## config.mk

```make
export PLATFORM = sky130hd
export DESIGN_NAME = word_to_bits_guard
export DESIGN_NICKNAME = d
export VERILOG_FILES = /design/src/rtl/word_to_bits_guard.sv
export SDC_FILE = /design/constraint.sdc
export NUM_CORES = 1
export LEC_CHECK = 0
export ABC_CLOCK_PERIOD_IN_PS = 2100
export CAP_MARGIN = 0
export CORE_UTILIZATION = 28
export DETAILED_ROUTE_END_ITERATION = 8
export GPL_TIMING_DRIVEN = 0
export HOLD_SLACK_MARGIN = 0.08
export SLEW_MARGIN = 15
export SYNTH_ARGS = -nofsm -noshare
export SYNTH_HDL_FRONTEND = slang
export SYNTH_SLANG_ARGS = --single-unit
```

## constraint.sdc

```tcl
create_clock -name clk -period 2.1 [get_ports clk]
set_input_delay 0.315 -clock clk [delete_from_list [all_inputs] [get_ports clk]]
set_output_delay 0.315 -clock clk [all_outputs]
set_load 0.01 [all_outputs]
```

## src/rtl/word_to_bits_guard.sv

```systemverilog
// Command word to discrete outputs with per-channel minimum hold and latched trip.
// Optional parity checking on load is enabled by defining WTB_PARITY_EN.
module word_to_bits_guard #(
  parameter int   WIDTH      = 16,
  parameter int   N_CH       = 10,
  parameter int   MIN_HOLD   = 8,
  parameter int   CNT_W      = 8,
  parameter logic SAFE_LEVEL = 1'b0
) (
  input  logic             clk,
  input  logic             rst_n,
  input  logic [WIDTH-1:0] data_in,
  input  logic             load,
  input  logic             trip,
  input  logic             trip_clr,
  output logic [N_CH-1:0]  out,
  output logic [N_CH-1:0]  pending,
  output logic             tripped,
  output logic             parity_err
);

  localparam logic [CNT_W-1:0] HOLD = CNT_W'(MIN_HOLD);
  localparam logic [N_CH-1:0]  SAFE = {N_CH{SAFE_LEVEL}};

  logic [N_CH-1:0]  shadow_q, shadow_d;
  logic [N_CH-1:0]  out_q, out_d;
  logic [CNT_W-1:0] cnt_q [N_CH];
  logic [CNT_W-1:0] cnt_d [N_CH];
  logic             tripped_q, tripped_d;
  logic             load_ok;
  logic             unused_hi;

  assign unused_hi = ^data_in[WIDTH-1:N_CH];

`ifdef WTB_PARITY_EN
  logic perr_q, perr_d;
  logic par_bad;
  logic par_set;

  // Top bit carries even parity over the channel bits.
  assign par_bad = data_in[WIDTH-1] ^ (^data_in[N_CH-1:0]);
  assign par_set = load & ~tripped_q & ~trip & par_bad;
  assign load_ok = load & ~tripped_q & ~par_bad;

  always_comb begin
    perr_d = perr_q;
    if (par_set)
      perr_d = 1'b1;
    if (trip_clr)
      perr_d = 1'b0;
  end

  always_ff @(posedge clk) begin
    if (!rst_n)
      perr_q <= 1'b0;
    else
      perr_q <= perr_d;
  end

  assign parity_err = perr_q;
`else
  assign load_ok    = load & ~tripped_q;
  assign parity_err = 1'b0;
`endif

  always_comb begin
    shadow_d  = shadow_q;
    out_d     = out_q;
    tripped_d = tripped_q;
    for (int i = 0; i < N_CH; i++)
      cnt_d[i] = cnt_q[i];

    if (trip) begin
      // Trip bypasses the hold guard entirely.
      tripped_d = 1'b1;
      shadow_d  = SAFE;
      out_d     = SAFE;
      for (int i = 0; i < N_CH; i++)
        cnt_d[i] = '0;
    end else begin
      if (trip_clr)
        tripped_d = 1'b0;
      if (load_ok)
        shadow_d = data_in[N_CH-1:0];
      // Outputs follow the registered shadow, one cycle behind it.
      for (int i = 0; i < N_CH; i++) begin
        if (cnt_q[i] != '0) begin
          cnt_d[i] = cnt_q[i] - 1'b1;
        end else if (out_q[i] != shadow_q[i]) begin
          out_d[i] = shadow_q[i];
          cnt_d[i] = HOLD;
        end
      end
    end
  end

  always_ff @(posedge clk) begin
    if (!rst_n) begin
      shadow_q  <= SAFE;
      out_q     <= SAFE;
      tripped_q <= 1'b0;
      for (int i = 0; i < N_CH; i++)
        cnt_q[i] <= '0;
    end else begin
      shadow_q  <= shadow_d;
      out_q     <= out_d;
      tripped_q <= tripped_d;
      for (int i = 0; i < N_CH; i++)
        cnt_q[i] <= cnt_d[i];
    end
  end

  assign out     = out_q;
  assign pending = shadow_q ^ out_q;
  assign tripped = tripped_q;

endmodule

```

==> metrics list, run 1 <==
- Buffer cell driving the clock tree root: clkbuf_16
- Design area: 5690 µm²
- Net switching is 41.1% of the power.
- The Yosys step of the flow raised 0 warnings.
* Largest stage delay on the critical path: 520 ps
* Total DRC errors in the routed layout: 0
- The number of hold buffers added after CTS was 0.
- Post-CTS timing repair inserted 0 buffers for setup.
- Data on the critical path arrives at its endpoint at 2240 ps.
- Vias per std cell: 4.80
- The count of nets left with antenna violations once routing finished came out at 0.
* Worst path required time: 2390 ps
- The tightest min-delay check is of the register to register type.
- Once the floorplan was initialized, standard cells occupied 28.6% of the core.
* Post-synth EDFFs: 0
* Num CTS Buffers: 9
- Before antenna repair, the detailed router went through 5 iterations.
- Final routed wire length divided by cell count: 12.8 µm
* Top post-synthesis cells by count: dfxtp_1, nor2_1, a21oi_1
- Area growth, synth to finish: 21.1%
- The share of total power dissipated in the clock network is 16.5%.
- The routed layout has 4007 vias.
- Pin count of the biggest net entering global routing: 16
- Max_cap viols: 0
- # setup viols final: 0
- Nets@finish: 642
- Wire length of the first global-routing pass: 17.9 mm
* Final Routed Wirelength: 10.7 mm
- In the synthesized netlist the async set-or-reset flop fraction comes to 0%.
- H-tree level count: 3
* Hold violation total from the final report: 0
- The die is 132 µm wide.
* Slew Limit Headroom: 46.8%
* Worst setup path endpoint: cnt_q[5][1]
- Of the total power, combinational logic draws 54.2%.
- In the finished design, the share of the clock period the worst path needs comes to 93.2%.
- Clock latency of the later-clocked register in the worst-skew pair: 350 ps
- I/O pins: 43
* TritonCTS clock tree: done
- Total Die Area: 17300 µm²
- Mean instance size in the synthesized netlist: 8.32 µm²
- Number of standard-cell rows in the floorplan: 47
- Clock transition at the registers of the reported paths: 70 ps
- In the post-synthesis netlist, the biggest area contributors are dfxtp_1, a21oi_1, nor2_1, nand2_1, xnor2_1.
* Fin crit period: 1960 ps
* Die Y-Extent: 132 µm
- In this run, synthesis produced a sequential element count of 101.
* Count of clock tree sinks: 101
- Yosys mapped the design onto 45 distinct sky130hd cell types.
* Launching point of the worst reg2reg path: cnt_q[5][3]
- The synthesized design spends more area on one cell type than any other, namely dfxtp_1.
- The flow ran to the end, and the final reports show no timing, DRC or antenna violations.
* Crit-path slowest cell: or4_1
* Synth top area share: 43.0%
- Summed over all cells, the static leakage comes to 2.21 nW.
- VDD IR-drop max: 0.651 mV
- For the pin with the worst max-slew slack, the measured transition is 791 ps.
- CP Launch Point: cnt_q[5][3]
* Fraction of final layout cells with drive strength greater than 1: 10.4%
- The worst register-to-register path ends at cnt_q[5][1].
- Grt total ovfl: 0
* Number of antenna violations at the first check in global routing: 0
- Number of DRC markers in iteration 0: 210
- Worst setup path class: register to register
- Total GRT Usage: 13.0%
- When the netlist entered floorplanning its net count stood at 596.
- Count of antenna diodes in the layout: 0
* Cell internal power dissipation: 6.17 mW
* Fmax achieved: 511 MHz
* Syn Inst Count: 565
- Post-Place Cell Area: 5330 µm²
* Count of input and output buffers: 35
- Maximum number of buffers from clock root to sink: 2
- Sequential cell area fraction in the yosys report: 43.0%
* Placed Instances: 820
* Clock skew after layout: 8.79 ps
- The congestion estimate from routability-driven global placement came to 0.784.
- Unrepaired setup endpoints after global routing: false
- The region available for standard cell placement spans 16500 µm².
- In the post-synthesis netlist, the cell with the most instances is dfxtp_1.
* Cell area after synthesis: 4700 µm²
- The HPWL after detailed placement is 7.44 mm.
* Vias in the first global route: 3684
- Series of cell instances along the critical path: or4_1, clkbuf_2, or3_1, buf_2, mux2_4, nor2_2
* Power density over the cells: 1840 nW/µm²
- For this run, the number of standard cells in the final layout without fillers is 834.
- Final hold analysis gives a worst-case slack of 484 ps.
* Crit path max fanout: 7
* Reported net switching power: 4.30 mW
- Registers are responsible for 29.2% of the overall power.
* Worst reg-to-reg setup slack: 140 ps
- For this run, the leading register cell type out of synthesis is dfxtp_1.
- Startpoint Class: register
* Endpoint class of the critical path: register
* Max-slew violation count: 0
* Worst reg2reg path depth: 6
==> registers in the layout, indices dropped and copies added (netlist names) <==
name      cells
cnt_q        80
out          10
shadow_q     10
tripped       1
==> logic make-up after synthesis <==
logic type,Yosys count,synth area share (%)
adder cells (fa/ha/maj),10,2.66
XOR/XNOR,21,3.91
AO/OA/AOI/OAI,118,15.4
multiplexers,16,3.59
buffers and inverters,52,4.28
flip-flops,101,43.0
other,1,0.0797
AND/OR/NAND/NOR,246,27.1
==> routing by layer <==
layer / vias up / GRT usage (%) / part of all wire, %
met2: 62 / 20.9 / 45
li1: 2069 / - / -
met3: 14 / 2.82 / 3.1
met4: 0 / 5.17 / 1.8
met1: 1862 / 16.8 / 50
met5: - / 0 / 0
==> layout make-up <==
class | count | area (µm²)
fillers | 1757 | 10800
multi-input cells | 412 | 2530
flip-flops and latches | 101 | 2020
repair buffers | 35 | 350
well taps | 220 | 275
clock buffers | 9 | 225
inverters | 33 | 124
plain buffers | 19 | 88.8
clock inverters | 5 | 77.6
==> worst min path at each step <==
stage	startpoint	endpoint	slack (ps)	cells past startpoint
after floorplan	rst_n	tripped	430	1
after global placement	shadow_q[9]	shadow_q[9]	470	2
after detailed placement	shadow_q[1]	out[1]	480	2
after CTS	shadow_q[1]	out[1]	490	2
after global routing	cnt_q[7][6]	cnt_q[7][6]	510	2
final	out[3]	out[3]	480	2
==> metrics by stage <==
stage | util (%) | setup TNS (ps) | power, mW | setup slack, ps
3_5_place_dp | 32.4 | -38090 | 8.59 | -666
4_1_cts | 34.3 | 0 | 10.4 | 35.0
6_report | 34.6 | 0 | 10.5 | 143
2_1_floorplan | - | 0 | 7.55 | 114
5_1_grt | 34.6 | 0 | 11.4 | 25.2
3_3_place_gp | 32.4 | -37930 | 8.58 | -646
==> power by group through the flow <==
stage	combinational (mW)	clock, mW	sequential (mW)
after floorplan	4.63	0	2.92
after global placement	5.53	0	3.05
after detailed placement	5.54	0	3.05
final	5.68	1.73	3.06
after CTS	5.62	1.79	3.02
after global routing	6.42	1.86	3.16
==> worst max-delay path: cells and delay by family, from the launching register on <==
family,cells,cell delay [ps]
buf+inv,2,320
flops,1,350
mux,1,300
simple gates,3,930
==> repair_timing <==
item                       in CTS  in global routing
gates resized for setup        11                  8
setup endpoints to repair      74                 14
pin swaps                       0                  0
gates cloned                    0                  0
==> cell usage in the layout, fill, tap and decap left out, types with 4 or more instances in the layout <==
cell type          n
xnor2_1           17
a21oi_1           54
nor2b_1           12
a211oi_1          11
o21a_1             9
dfxtp_1          101
inv_1             33
or3b_2             7
a31o_2            12
or3_1              8
ha_1              10
clkdlybuf4s50_1   35
and3_1             5
nor3_1            25
mux2i_1           12
clkbuf_1           5
nor3b_1            4
nand2_1           50
nor4_1            14
o21ai_0           19
xor2_1             4
buf_2              5
nand3_1           16
nor2_1            61
a21boi_0           5
clkbuf_16          9
clkbuf_2           6
nand2b_1          16
No activity file was read; power rests on OpenSTA's default activity.
==> run 2, diff against run 1 <==
--- a/config.mk
+++ b/config.mk
@@ -8,6 +8,7 @@
 export ABC_CLOCK_PERIOD_IN_PS = 2100
 export CAP_MARGIN = 0
 export CORE_UTILIZATION = 28
+export CTS_CLUSTER_SIZE = 28
 export DETAILED_ROUTE_END_ITERATION = 8
 export GPL_TIMING_DRIVEN = 0
 export HOLD_SLACK_MARGIN = 0.08
==> results of run 2 <==
Same layout as run 1: the final DEF is identical, and so are final timing and power.
==> run 3, diff against run 2 <==
--- a/config.mk
+++ b/config.mk
@@ -7,6 +7,7 @@
 export LEC_CHECK = 0
 export ABC_CLOCK_PERIOD_IN_PS = 2100
 export CAP_MARGIN = 0
+export CORE_MARGIN = 1.5
 export CORE_UTILIZATION = 28
 export CTS_CLUSTER_SIZE = 28
 export DETAILED_ROUTE_END_ITERATION = 8
==> run 3 against run 2 <==
Compared with the run above:
- clock power fell by 2%
- sequential cell count did not move
- global-route usage barely moved
- critical path type unchanged
- design area barely moved
==> metrics list, run 3 (same netlist as run 1, synthesis figures left out) <==
- Dividing the detail-routed via count by the number of cells gives 4.77.
- Cell internal power was estimated by the tool at 6.07 mW.
* Wire length of the first global-routing pass: 18.2 mm
* Crit-path slowest cell: nor4_1
- For the worst setup path, the data arrival time is 2320 ps.
* Maximum number of buffers from clock root to sink: 2
- Post-Place Cell Area: 5330 µm²
- Final Routed Wirelength: 11.1 mm
- Setup repair after global routing left no endpoint under its margin.
- Number of standard-cell rows in the floorplan: 47
- The die is 133 µm wide.
- The final route contains 3985 vias.
- Summing all non-filler instances in the final layout gives an area of 5690 µm².
* # setup viols final: 0
- Based on the critical path, the design can be clocked at up to 491 MHz.
* Grt total ovfl: 0
* Combinational share of power: 54.6%
- In this run the remaining antenna-violating nets after routing total 0.
* Share of the cycle needed by the critical path after routing: 97.0%
- Vias in the first global route: 3608
* Count of input and output buffers: 35
* Worst reg2reg path depth: 4
* Share of total power consumed by net switching: 42.0%
- In this run the count of I/O pins placed on the die edge is 43.
- Relative to the synthesized area, the layout overhead comes to 21.0%.
* Number of flip-flops in the largest register: 80
- Clock transition at the registers of the reported paths: 70 ps
* Number of antenna violations at the first check in global routing: 0
- Largest stage delay on the critical path: 860 ps
- Placeable core area: 16500 µm²
* Commonest cells after routing, fill and taps aside: dfxtp_1, nor2_1, a21oi_1
* Max_cap viols: 0
* Fillers: 1680
- The clock arrives with 9.31 ps of skew.
- The flow ran to the end, and the final reports show no timing, DRC or antenna violations.
- Placed wire-length estimate: 7.57 mm
- The worst setup path is captured at a register.
- Total GRT Usage: 12.9%
- Max-slew violation count: 0
* Total DRC errors in the routed layout: 0
- For the pin with the worst max-slew slack, the measured transition is 1000 ps.
- Fraction of power consumed by sequential logic: 29.3%
- Initial Util: 28.5%
- The signal on the critical path passes through nor4_1, nand2_1, mux2_2, a21oi_1.
- The clock drives 101 sinks.
- Nets@finish: 642
* Power density over the cells: 1840 nW/µm²
* Path type of the worst min-delay path: register to register
- Final routed wire length divided by cell count: 13.2 µm
- Number of DRC markers in iteration 0: 244
* Setup Buffers After CTS: 0
- The worst pin sits at a relative slew slack of 32.7%.
* Final RePlAce weighted congestion: 0.782
* TritonCTS clock tree: done
- The number of antenna diodes in the final layout is 0.
- Pin count of the biggest net entering global routing: 18
* Most common library cell in the layout ignoring fill and taps: dfxtp_1
- Reported net switching power: 4.40 mW
- The later pin in the worst-skew pair is clocked with a latency of 350 ps.
- Register bank with the most flops: cnt_q
- Share of total power in the clock network: 16.1%
- Hold violation total from the final report: 0
- Final core utilization: 34.4%
- First-pass detailed-route iteration total: 5
- The floorplan step set the die height to 133 µm.
- The smallest clock period supported by the final layout is computed as 2040 ps.
- Crit path max fanout: 7
- Startpoint Class: register
* Buffer cell driving the clock tree root: clkbuf_16
- Final-layout setup total negative slack: 0 ps
- In this run the static leakage power is 2.21 nW.
- In this run the number of H-tree levels came out at 3.
* Total Die Area: 17600 µm²
- VDD IR-drop max: 0.717 mV
- The post-route netlist has 10.7% of its cells at a drive strength greater than 1.
* Worst setup path class: register to register
- Num CTS Buffers: 9
- Along the worst hold path, the cell count comes to 2.
- Data on the critical path is required at its endpoint by 2380 ps.
## run 3: cell types whose count changed in the layout (fill, tap and decap cells not counted), sizes merged
cell,change
bufinv,-1
clkinvlp,+1
inv,+2
## run 3: power groups by stage
| stage | logic, mW | registers, mW | clock network, mW |
|---|---|---|---|
| after floorplan | 4.63 | 2.92 | 0 |
| final | 5.71 | 3.07 | 1.69 |
| after CTS | 5.63 | 3.03 | 1.73 |
| after detailed placement | 5.54 | 3.05 | 0 |
| after global placement | 5.53 | 3.05 | 0 |
| after global routing | 6.46 | 3.16 | 1.80 |
## run 3: final timing paths
path                                  start     endpoint  slack, ps
worst min register to register  shadow_q[8]       out[8]        480
worst min-delay path            shadow_q[8]       out[8]        480
worst max register to register  cnt_q[4][3]  cnt_q[4][3]         60
worst max-delay path            cnt_q[4][3]  cnt_q[4][3]         60
## run 3: critical path, delay by kind of cell (launching register included)
family	cells	cell delay (ps)
and+or+nand+nor	2	1160
muxes	1	350
DFF	1	330
AOI/OAI and AO/OA	1	130
## run 3: layer usage
layer	wire length, µm	GRT usage, %	share of wire (%)	vias up
met2	4990	20.3	45	66
met4	145	4.46	1.3	0
met3	363	2.61	3.3	10
li1	-	-	-	2068
met1	5570	17.7	50	1841
met5	0	0	0	-
## run 3: cell type report
| class | count | area (µm²) | share of cell area [%] |
|---|---|---|---|
| multi-input combinational | 412 | 2530 | 44.5 |
| sequential | 101 | 2020 | 35.5 |
| timing repair buffer | 35 | 350 | 6.16 |
| tap | 220 | 275 | 4.84 |
| clock buffer | 9 | 225 | 3.96 |
| inverter | 33 | 124 | 2.18 |
| buffer | 19 | 88.8 | 1.56 |
| clock inverter | 7 | 72.6 | 1.28 |
## run 3: stage by stage
| stage | total power [mW] | setup slack [ps] | std cells | hold WS (ps) |
|---|---|---|---|---|
| 6_report | 10.5 | 63.2 | 836 | 485 |
| 5_1_grt | 11.4 | 8.21 | 836 | 495 |
| 3_3_place_gp | 8.58 | -626 | 820 | 467 |
| 4_1_cts | 10.4 | 9.74 | 836 | 487 |
| 3_5_place_dp | 8.59 | -671 | 820 | 476 |
| 2_1_floorplan | 7.55 | 114 | 565 | 433 |
## run 3: what timing repair did
action,CTS,global route
cloned,0,0
hold buffers,0,0
gates resized for setup,11,8
endpoints found under the setup margin,74,57
